$ cat src/rtl/cp0_reg.sv
// cp0_reg -- MIPS32 coprocessor-0 system control registers.
//
// Holds Count, Compare, Status, Cause, EPC, Config and PRId. It takes the
// CP0 write from the WB stage, the exception summary from MEM and the
// external interrupt lines, and it raises the timer interrupt. There are no
// valid/ready handshakes and no FSM. All state changes on the rising clk edge.
//
// Ports:
//   clk, rst              clock; synchronous active-high reset
//   we_i/waddr_i/data_i   CP0 write from WB (mtc0)
//   raddr_i -> data_o     combinational read for mfc0. Unmapped numbers read 0.
//   int_i                 external interrupt lines, sampled into Cause[15:10]
//   excepttype_i          MEM exception code (0 = none)
//   current_inst_addr_i   PC of the MEM instruction
//   is_in_delayslot_i     MEM instruction sits in a branch delay slot
//   *_o                   register contents; timer_int_o is registered
module cp0_reg #(
  parameter logic [31:0] PRID_VALUE   = 32'h004C0102,
  parameter logic [31:0] CONFIG_RESET = 32'h00008000
) (
  input  logic        clk,
  input  logic        rst,
  input  logic        we_i,
  input  logic [4:0]  waddr_i,
  input  logic [31:0] data_i,
  input  logic [4:0]  raddr_i,
  input  logic [5:0]  int_i,
  input  logic [31:0] excepttype_i,
  input  logic [31:0] current_inst_addr_i,
  input  logic        is_in_delayslot_i,
  output logic [31:0] data_o,
  output logic [31:0] count_o,
  output logic [31:0] compare_o,
  output logic [31:0] status_o,
  output logic [31:0] cause_o,
  output logic [31:0] epc_o,
  output logic [31:0] config_o,
  output logic [31:0] prid_o,
  output logic        timer_int_o
);

  localparam logic [4:0] REG_COUNT   = 5'd9;
  localparam logic [4:0] REG_COMPARE = 5'd11;
  localparam logic [4:0] REG_STATUS  = 5'd12;
  localparam logic [4:0] REG_CAUSE   = 5'd13;
  localparam logic [4:0] REG_EPC     = 5'd14;
  localparam logic [4:0] REG_PRID    = 5'd15;
  localparam logic [4:0] REG_CONFIG  = 5'd16;

  localparam logic [31:0] STATUS_RESET = 32'h10000000;

  // Cause bits that software may write: IV[23], WP[22], IP[9:8].
  localparam logic [31:0] CAUSE_WMASK = 32'h00C00300;

  logic [31:0] count_q,   count_d;
  logic [31:0] compare_q, compare_d;
  logic [31:0] status_q,  status_d;
  logic [31:0] cause_q,   cause_d;
  logic [31:0] epc_q,     epc_d;
  logic [31:0] config_q,  config_d;
  logic        timer_int_q, timer_int_d;

  logic        exc_take;
  logic [4:0]  exc_code;
  logic        exc_eret;

  // Decode the MEM exception summary into "enter exception with code" or eret.
  always_comb begin
    exc_take = 1'b0;
    exc_code = 5'd0;
    exc_eret = 1'b0;
    case (excepttype_i)
      32'h0000_0001: begin exc_take = 1'b1; exc_code = 5'd0;  end
      32'h0000_0008: begin exc_take = 1'b1; exc_code = 5'd8;  end
      32'h0000_000a: begin exc_take = 1'b1; exc_code = 5'd10; end
      32'h0000_000d: begin exc_take = 1'b1; exc_code = 5'd13; end
      32'h0000_000c: begin exc_take = 1'b1; exc_code = 5'd12; end
      32'h0000_000e: exc_eret = 1'b1;
      default: ;
    endcase
  end

  // Next-state: increment/sample first, then the WB write, then the exception,
  // so that later assignments take priority over earlier ones.
  always_comb begin
    count_d     = count_q + 32'd1;
    compare_d   = compare_q;
    status_d    = status_q;
    cause_d     = cause_q;
    epc_d       = epc_q;
    config_d    = config_q;
    timer_int_d = timer_int_q;

    cause_d[15:10] = int_i;

    // Compare == 0 is the "timer off" value and never fires.
    if (compare_q != 32'd0 && count_q == compare_q) begin
      timer_int_d = 1'b1;
    end

    if (we_i) begin
      case (waddr_i)
        REG_COUNT:   count_d = data_i;
        REG_COMPARE: begin
          compare_d   = data_i;
          timer_int_d = 1'b0;   // acknowledge wins over a same-cycle match
        end
        REG_STATUS:  status_d = data_i;
        REG_CAUSE:   cause_d = (cause_d & ~CAUSE_WMASK) | (data_i & CAUSE_WMASK);
        REG_EPC:     epc_d = data_i;
        default: ;   // PRId, Config and unmapped numbers are read-only here
      endcase
    end

    if (exc_take) begin
      // Nested exceptions (EXL already set) keep the original EPC and BD.
      if (!status_q[1]) begin
        epc_d       = is_in_delayslot_i ? (current_inst_addr_i - 32'd4)
                                        : current_inst_addr_i;
        cause_d[31] = is_in_delayslot_i;
      end
      status_d[1]  = 1'b1;
      cause_d[6:2] = exc_code;
    end else if (exc_eret) begin
      status_d[1] = 1'b0;
    end
  end

  always_ff @(posedge clk) begin
    if (rst) begin
      count_q     <= 32'd0;
      compare_q   <= 32'd0;
      status_q    <= STATUS_RESET;
      cause_q     <= 32'd0;
      epc_q       <= 32'd0;
      config_q    <= CONFIG_RESET;
      timer_int_q <= 1'b0;
    end else begin
      count_q     <= count_d;
      compare_q   <= compare_d;
      status_q    <= status_d;
      cause_q     <= cause_d;
      epc_q       <= epc_d;
      config_q    <= config_d;
      timer_int_q <= timer_int_d;
    end
  end

  // Read port shows register state only. Same-cycle writes are forwarded
  // outside this block.
  always_comb begin
    data_o = 32'd0;
    case (raddr_i)
      REG_COUNT:   data_o = count_q;
      REG_COMPARE: data_o = compare_q;
      REG_STATUS:  data_o = status_q;
      REG_CAUSE:   data_o = cause_q;
      REG_EPC:     data_o = epc_q;
      REG_PRID:    data_o = PRID_VALUE;
      REG_CONFIG:  data_o = config_q;
      default:     data_o = 32'd0;
    endcase
  end

  assign count_o     = count_q;
  assign compare_o   = compare_q;
  assign status_o    = status_q;
  assign cause_o     = cause_q;
  assign epc_o       = epc_q;
  assign config_o    = config_q;
  assign prid_o      = PRID_VALUE;
  assign timer_int_o = timer_int_q;

endmodule

$ cat config.mk
export PLATFORM = sky130hd
export DESIGN_NAME = cp0_reg
export DESIGN_NICKNAME = d
export VERILOG_FILES = /design/src/rtl/cp0_reg.sv
export SDC_FILE = /design/constraint.sdc
export NUM_CORES = 1
export LEC_CHECK = 0
export CORE_AREA = 2 2 147 149
export DETAILED_ROUTE_END_ITERATION = 8
export DIE_AREA = 0 0 149 151
export GPL_ROUTABILITY_DRIVEN = 1
export PLACE_DENSITY = 0.77
export SYNTH_ARGS = -nofsm -noshare
export SYNTH_HDL_FRONTEND = slang
export SYNTH_SLANG_ARGS = --single-unit
$ cat constraint.sdc
create_clock -name clk -period 4.77 [get_ports clk]
set_clock_uncertainty 0.2 [all_clocks]
set_input_delay 0.954 -clock clk [delete_from_list [all_inputs] [get_ports clk]]
set_output_delay 0.954 -clock clk [all_outputs]
set_load 0.02 [all_outputs]
After elaboration in Yosys (flattened, before gate mapping)
Index checks and enable logic that the tools add are counted.
Word-level totals
  register bits: 161
  input port bits: 116
Operators by class
  add/subtract/negate cells: 2
  equality and inequality tests: 19
  multiplexer cells: 23
  bitwise logic cells: 1
  reduce and logical (&&, ||, !) cells: 12
Operator list (count)
  2-to-1 mux 32 bit: 9
  case mux 32 bit (7 select lines): 1
  equality test 32 x 4 -> 1 bit, second input constant: 5
  equality test 5 x 4 -> 1 bit, second input constant: 11
  adder 32 x 1 -> 32 bit, second input constant: 1
  equality test 32 x 1 -> 1 bit, second input constant: 1
  equality test 32 bit: 1
  OR 32 x 24 -> 32 bit: 1
  nonzero test 32 bit: 1
  subtractor 32 x 3 -> 32 bit, second input constant: 1
  case mux 4 bit (4 select lines): 1
  AND reduction 2 bit: 5
  2-to-1 mux 1 bit: 9
  nonzero test 3 bit: 2
  equality test 5 bit, second input constant: 1
  2-to-1 mux 5 bit: 1
  OR reduction 5 bit: 1
  2-to-1 mux 2 bit: 2
  nonzero test 2 bit: 2
  logical AND 1 bit: 1

Depth between registers and ports, before layout
  depth after elaboration: 5
  gate-level depth with buffers: 9
  mapped depth without buffers: 7

Worst setup path before layout
No wires, ideal clock.
  path kind: input to output
  start point: in raddr_i[4]
  end point: out data_o[15]
  arrival: 2.579 ns
  data required time: 3.616 ns
  setup slack: 1.037 ns
  cell stages on the path: 5
  buffers on the path: 1
  cell sequence: nand3b_1 -> nor3b_1 -> clkbuf_1 -> a22oi_1 -> nand3_1
On the way
  cells in the longest elaborated chain, start to end: 2
  elaborated cells on any way between the ends: 8
RTL lines
  from (decl): line 26  | input logic [4:0] raddr_i,
  equality test 5 bit or equality test 5 x 4 -> 1 bit (tied branches): line 153  | case (raddr_i)
  case mux 32 bit (7 select lines) *: line 153
  to (decl): line 31  | output logic [31:0] data_o,
Every way passes the cells marked *; elsewhere a longest branch is shown, timed or not.

Worst setup path in the final report
  start point: in raddr_i[4]
  end point: out data_o[14]
The elaborated chain is that of the path after synthesis.

==> results.md <==
- Status: finished, final reports clean
- DRT Pass-1 Iters: 6
- Critical path peak fanout: 16
- Count of cell types in the netlist: 53
- WS Path Type: in2out
- GRT Util Overall: approximately 28%
- Post-Syn Area: approximately 8400 sq um
- DP HPWL: approximately 25 mm
- Die area: ~22000 sq um
- Layout cells sized above 1: 5.602%
- TritonCTS Sinks: around 140
- CTS tree: done
- Final Net Count: between 1000 and 1500
- Max clock buf depth: 2
- CP max-delay cell: clkdlybuf4s50_1
- Final WL: 32.89 mm
- Clk_lat worst skew: around 0.43 ns
- Max Clk Rate: around 230 MHz
- Cts hold-fix bufs: 0
- Die width: 149 um
- Flop-to-flop setup slack: 2.14 ns
- TritonCTS buffer count: 17
- Area added between synthesis and finish: 40.79%
- Vias in the first global route: approximately 8000
- P per Cell Area: 250.6 nW/um^2
- CP startpoint: raddr_i[4]
- Fin Setup TNS: 0 ns
- Buf/Inv on CP: 3
- Clock share of power: ~45%
- CP top delay family: buffers and inverters
- Warnings from Yosys: 0
- RePlAce Congestion: 0.9973
- Async SR Flop Fraction: 0%
- Worst slack, placed: ~0.40 ns
- Critical Path AT: about 3.3 ns
- Count of flip-flops with a built-in enable after synthesis: 0
- CP Data Required Time: ~3.6 ns
- Initial antenna violation count: 0
- Final core utilization: a little under three fifths
- Crit path launch type: primary input
- Flop pwr share: around two fifths
- Largest net degree at the start of global routing: 90
- Avg Synthesized Cell Area: 7.953 sq um
- Clock slew at reported path FFs: 0.06 ns
- Inserted Diodes: 0
- Worst setup EP type: primary output
- Port bufs: approximately 290
- Worst-Margin Slew: 1.001 ns
- RSZ-0062 raised after global routing: no
- Worst r2r src: count_o[0]
- FF/Latch Area: ~2900 sq um
- Cells after Synth: 1056
- Worst Hold Class: reg2reg
- Setup Viol. Count Final: 0
- Global-route wire length before repair: ~48 mm
- Relative slew slack: 33.25%
- Critical-path cell list: clkdlybuf4s50_1, nand3b_1, nor3b_2, buf_4, a22oi_1, nand3_1, clkdlybuf4s50_1
- DR iter-0 viols: 1039
- #FFs+latches synth: approximately 140
- P_sw: 0.7837 mW
- Minimum clock period: 4.420 ns
- Via-per-instance ratio: ~5.5
- Fin. max-slew vios: 0
- DRC Markers: 0
- Max Cap Violations: 0
- Post-layout instance area: between 10000 and 15000 sq um
- Hold_ws: around 0.27 ns
- H-tree depth: 4
- Sequential cell area fraction in the yosys report: about 34%
- Root buf cell: clkbuf_16
- Final hold violations: 0
- Wire per inst: around 21 um
- Fin crit share: between 90% and 100%
- Post-CTS Setup Inserts: 0
- Switching share of power: between 20% and 30%
- Placed Area: between 10000 and 15000 sq um
- Gate power share: roughly an eighth
- Ports: about 370
- Peak supply drop: between 0.0002 and 0.00025 V
- Post_cts resized: 0
- Area of the multi-input gates: around 4900 sq um
- Hold_sp: status_o[31]
- Core Rows: between 50 and 60
- Leak: approximately 4.0 nW
- Fill cell count: 1898
- DIE HEIGHT: ~150 um
- Crit path top cell by count: clkdlybuf4s50_1
- Max incr delay on CP: roughly 0.63 ns
- Synth Flop Type: dfxtp_1
- Setup WS post-layout: 0.3503 ns
- Via count: roughly 8800
- Gr ovfl total: 0
- Post-route ant nets: 0
- Core area: between 20000 and 25000 sq um
- P_int: about 2.2 mW
- Starting density of the core: 40.33%
-- final timing paths --
check,to,cells after the start
setup / recovery,data_o[14],7
hold / removal,status_o[31],2
setup reg to reg,count_o[22],6
hold reg to reg,status_o[31],2
-- registers in the layout, summed over array words and instances, names as in the netlist --
| name | count |
|---|---|
| count_o | 32 |
| epc_o | 32 |
| compare_o | 32 |
| cause_o | 15 |
| status_o | 32 |
| timer_int_o | 1 |
-- cell usage after synthesis, types with 3 or more instances --
library cell / count / area [sq um]
nor4_2: 6 / 75.07
nor4_1: 23 / 143.9
nand4_1: 22 / 137.6
inv_1: 5 / 18.77
xor2_1: 20 / 175.2
nor3_1: 14 / 70.07
nand3b_1: 4 / 30.03
a211oi_1: 76 / 570.6
nor2b_1: 31 / 193.9
a311oi_1: 5 / 43.79
mux2i_1: 17 / 170.2
and3_1: 6 / 37.54
nor2_1: 67 / 251.5
a22oi_1: 55 / 412.9
a21oi_1: 71 / 355.3
and4_1: 3 / 26.28
a221o_1: 4 / 40.04
nand3_1: 29 / 145.1
a211oi_2: 5 / 62.56
nand2_1: 176 / 660.6
nor3b_1: 3 / 22.52
dfxtp_1: 144 / 2883
or4_1: 3 / 22.52
xnor2_1: 65 / 569.3
buf_4: 81 / 608.1
or3_1: 11 / 68.82
clkbuf_1: 68 / 255.2
o21ai_0: 8 / 40.04
-- cells in the final DEF (no fill, tap or decap), types with 5 or more instances in the layout --
master / Yosys / routed
mux2i_1: 17 / 17
clkdlybuf4s50_1: 0 / 290
nand2_1: 176 / 176
a211oi_1: 76 / 76
a21oi_1: 71 / 71
or3_1: 11 / 11
a22oi_1: 55 / 55
buf_4: 81 / 15
nor4_1: 23 / 23
nor2b_1: 31 / 31
a211oi_2: 5 / 5
o21ai_0: 8 / 8
conb_1: 2 / 81
and3_1: 6 / 6
nor4_2: 6 / 6
xor2_1: 20 / 20
clkbuf_16: 0 / 17
inv_1: 5 / 5
xnor2_1: 65 / 65
nand4_1: 22 / 22
nor3_1: 14 / 12
dfxtp_1: 144 / 144
nor2_1: 67 / 65
a311oi_1: 5 / 5
nand3_1: 29 / 29
-- cells by family after synthesis --
kind of cell / after synthesis / share of synthesized area, %
buffers and inverters: 158 / 10.80
DFF: 144 / 34.33
adders and majority gates: 2 / 0.2979
other: 2 / 0.08943
xor gates and xnor gates: 85 / 8.865
muxes: 17 / 2.026
AOI/OAI and AO/OA: 232 / 18.94
and+or+nand+nor: 416 / 24.66
-- layer usage --
layer	track usage [%]	wire (um)	share of wire, %	vias up
met5	0	0	0	-
met4	11.24	961	2.9	0
met3	7.139	3184	9.7	72
met2	43.18	14810	45	476
met1	38.45	13930	42	4127
li1	-	-	-	4104
-- layout make-up --
cell class,instances,share of cell area [%]
clock buffers,21,3.894
clock inverters,11,1.111
inverters,5,0.1587
multi-input cells,833,41.70
flip-flops and latches,144,24.38
well taps,275,2.910
repair buffers,307,25.84
-- metrics by stage --
| step | cells | power (mW) |
|---|---|---|
| final | 1596 | 2.963 |
| after global routing | 1596 | 3.046 |
| after CTS | 1596 | 2.969 |
| after detailed placement | 1564 | 1.639 |
| after global placement | 1564 | 1.638 |
| after floorplan | 1135 | 1.485 |
-- power by group through the flow --
stage	clock, mW	combinational, mW	sequential (mW)
floorplan	0	0.208	1.28
global placement	0	0.367	1.27
detailed placement	0	0.369	1.27
CTS	1.35	0.371	1.24
global route	1.40	0.399	1.25
finish	1.34	0.376	1.24
-- worst reg2reg max path: cells and delay by family (launching register included) --
| kind | cells | cell delay, ns |
|---|---|---|
| AO/OA/AOI/OAI | 1 | 0.23 |
| AND/OR/NAND/NOR | 3 | 1.11 |
| XOR/XNOR | 1 | 0.20 |
| adder cells (fa/ha/maj) | 1 | 0.29 |
| flip-flops | 1 | 0.51 |
Note: power is estimated with default switching activity, not from simulation.
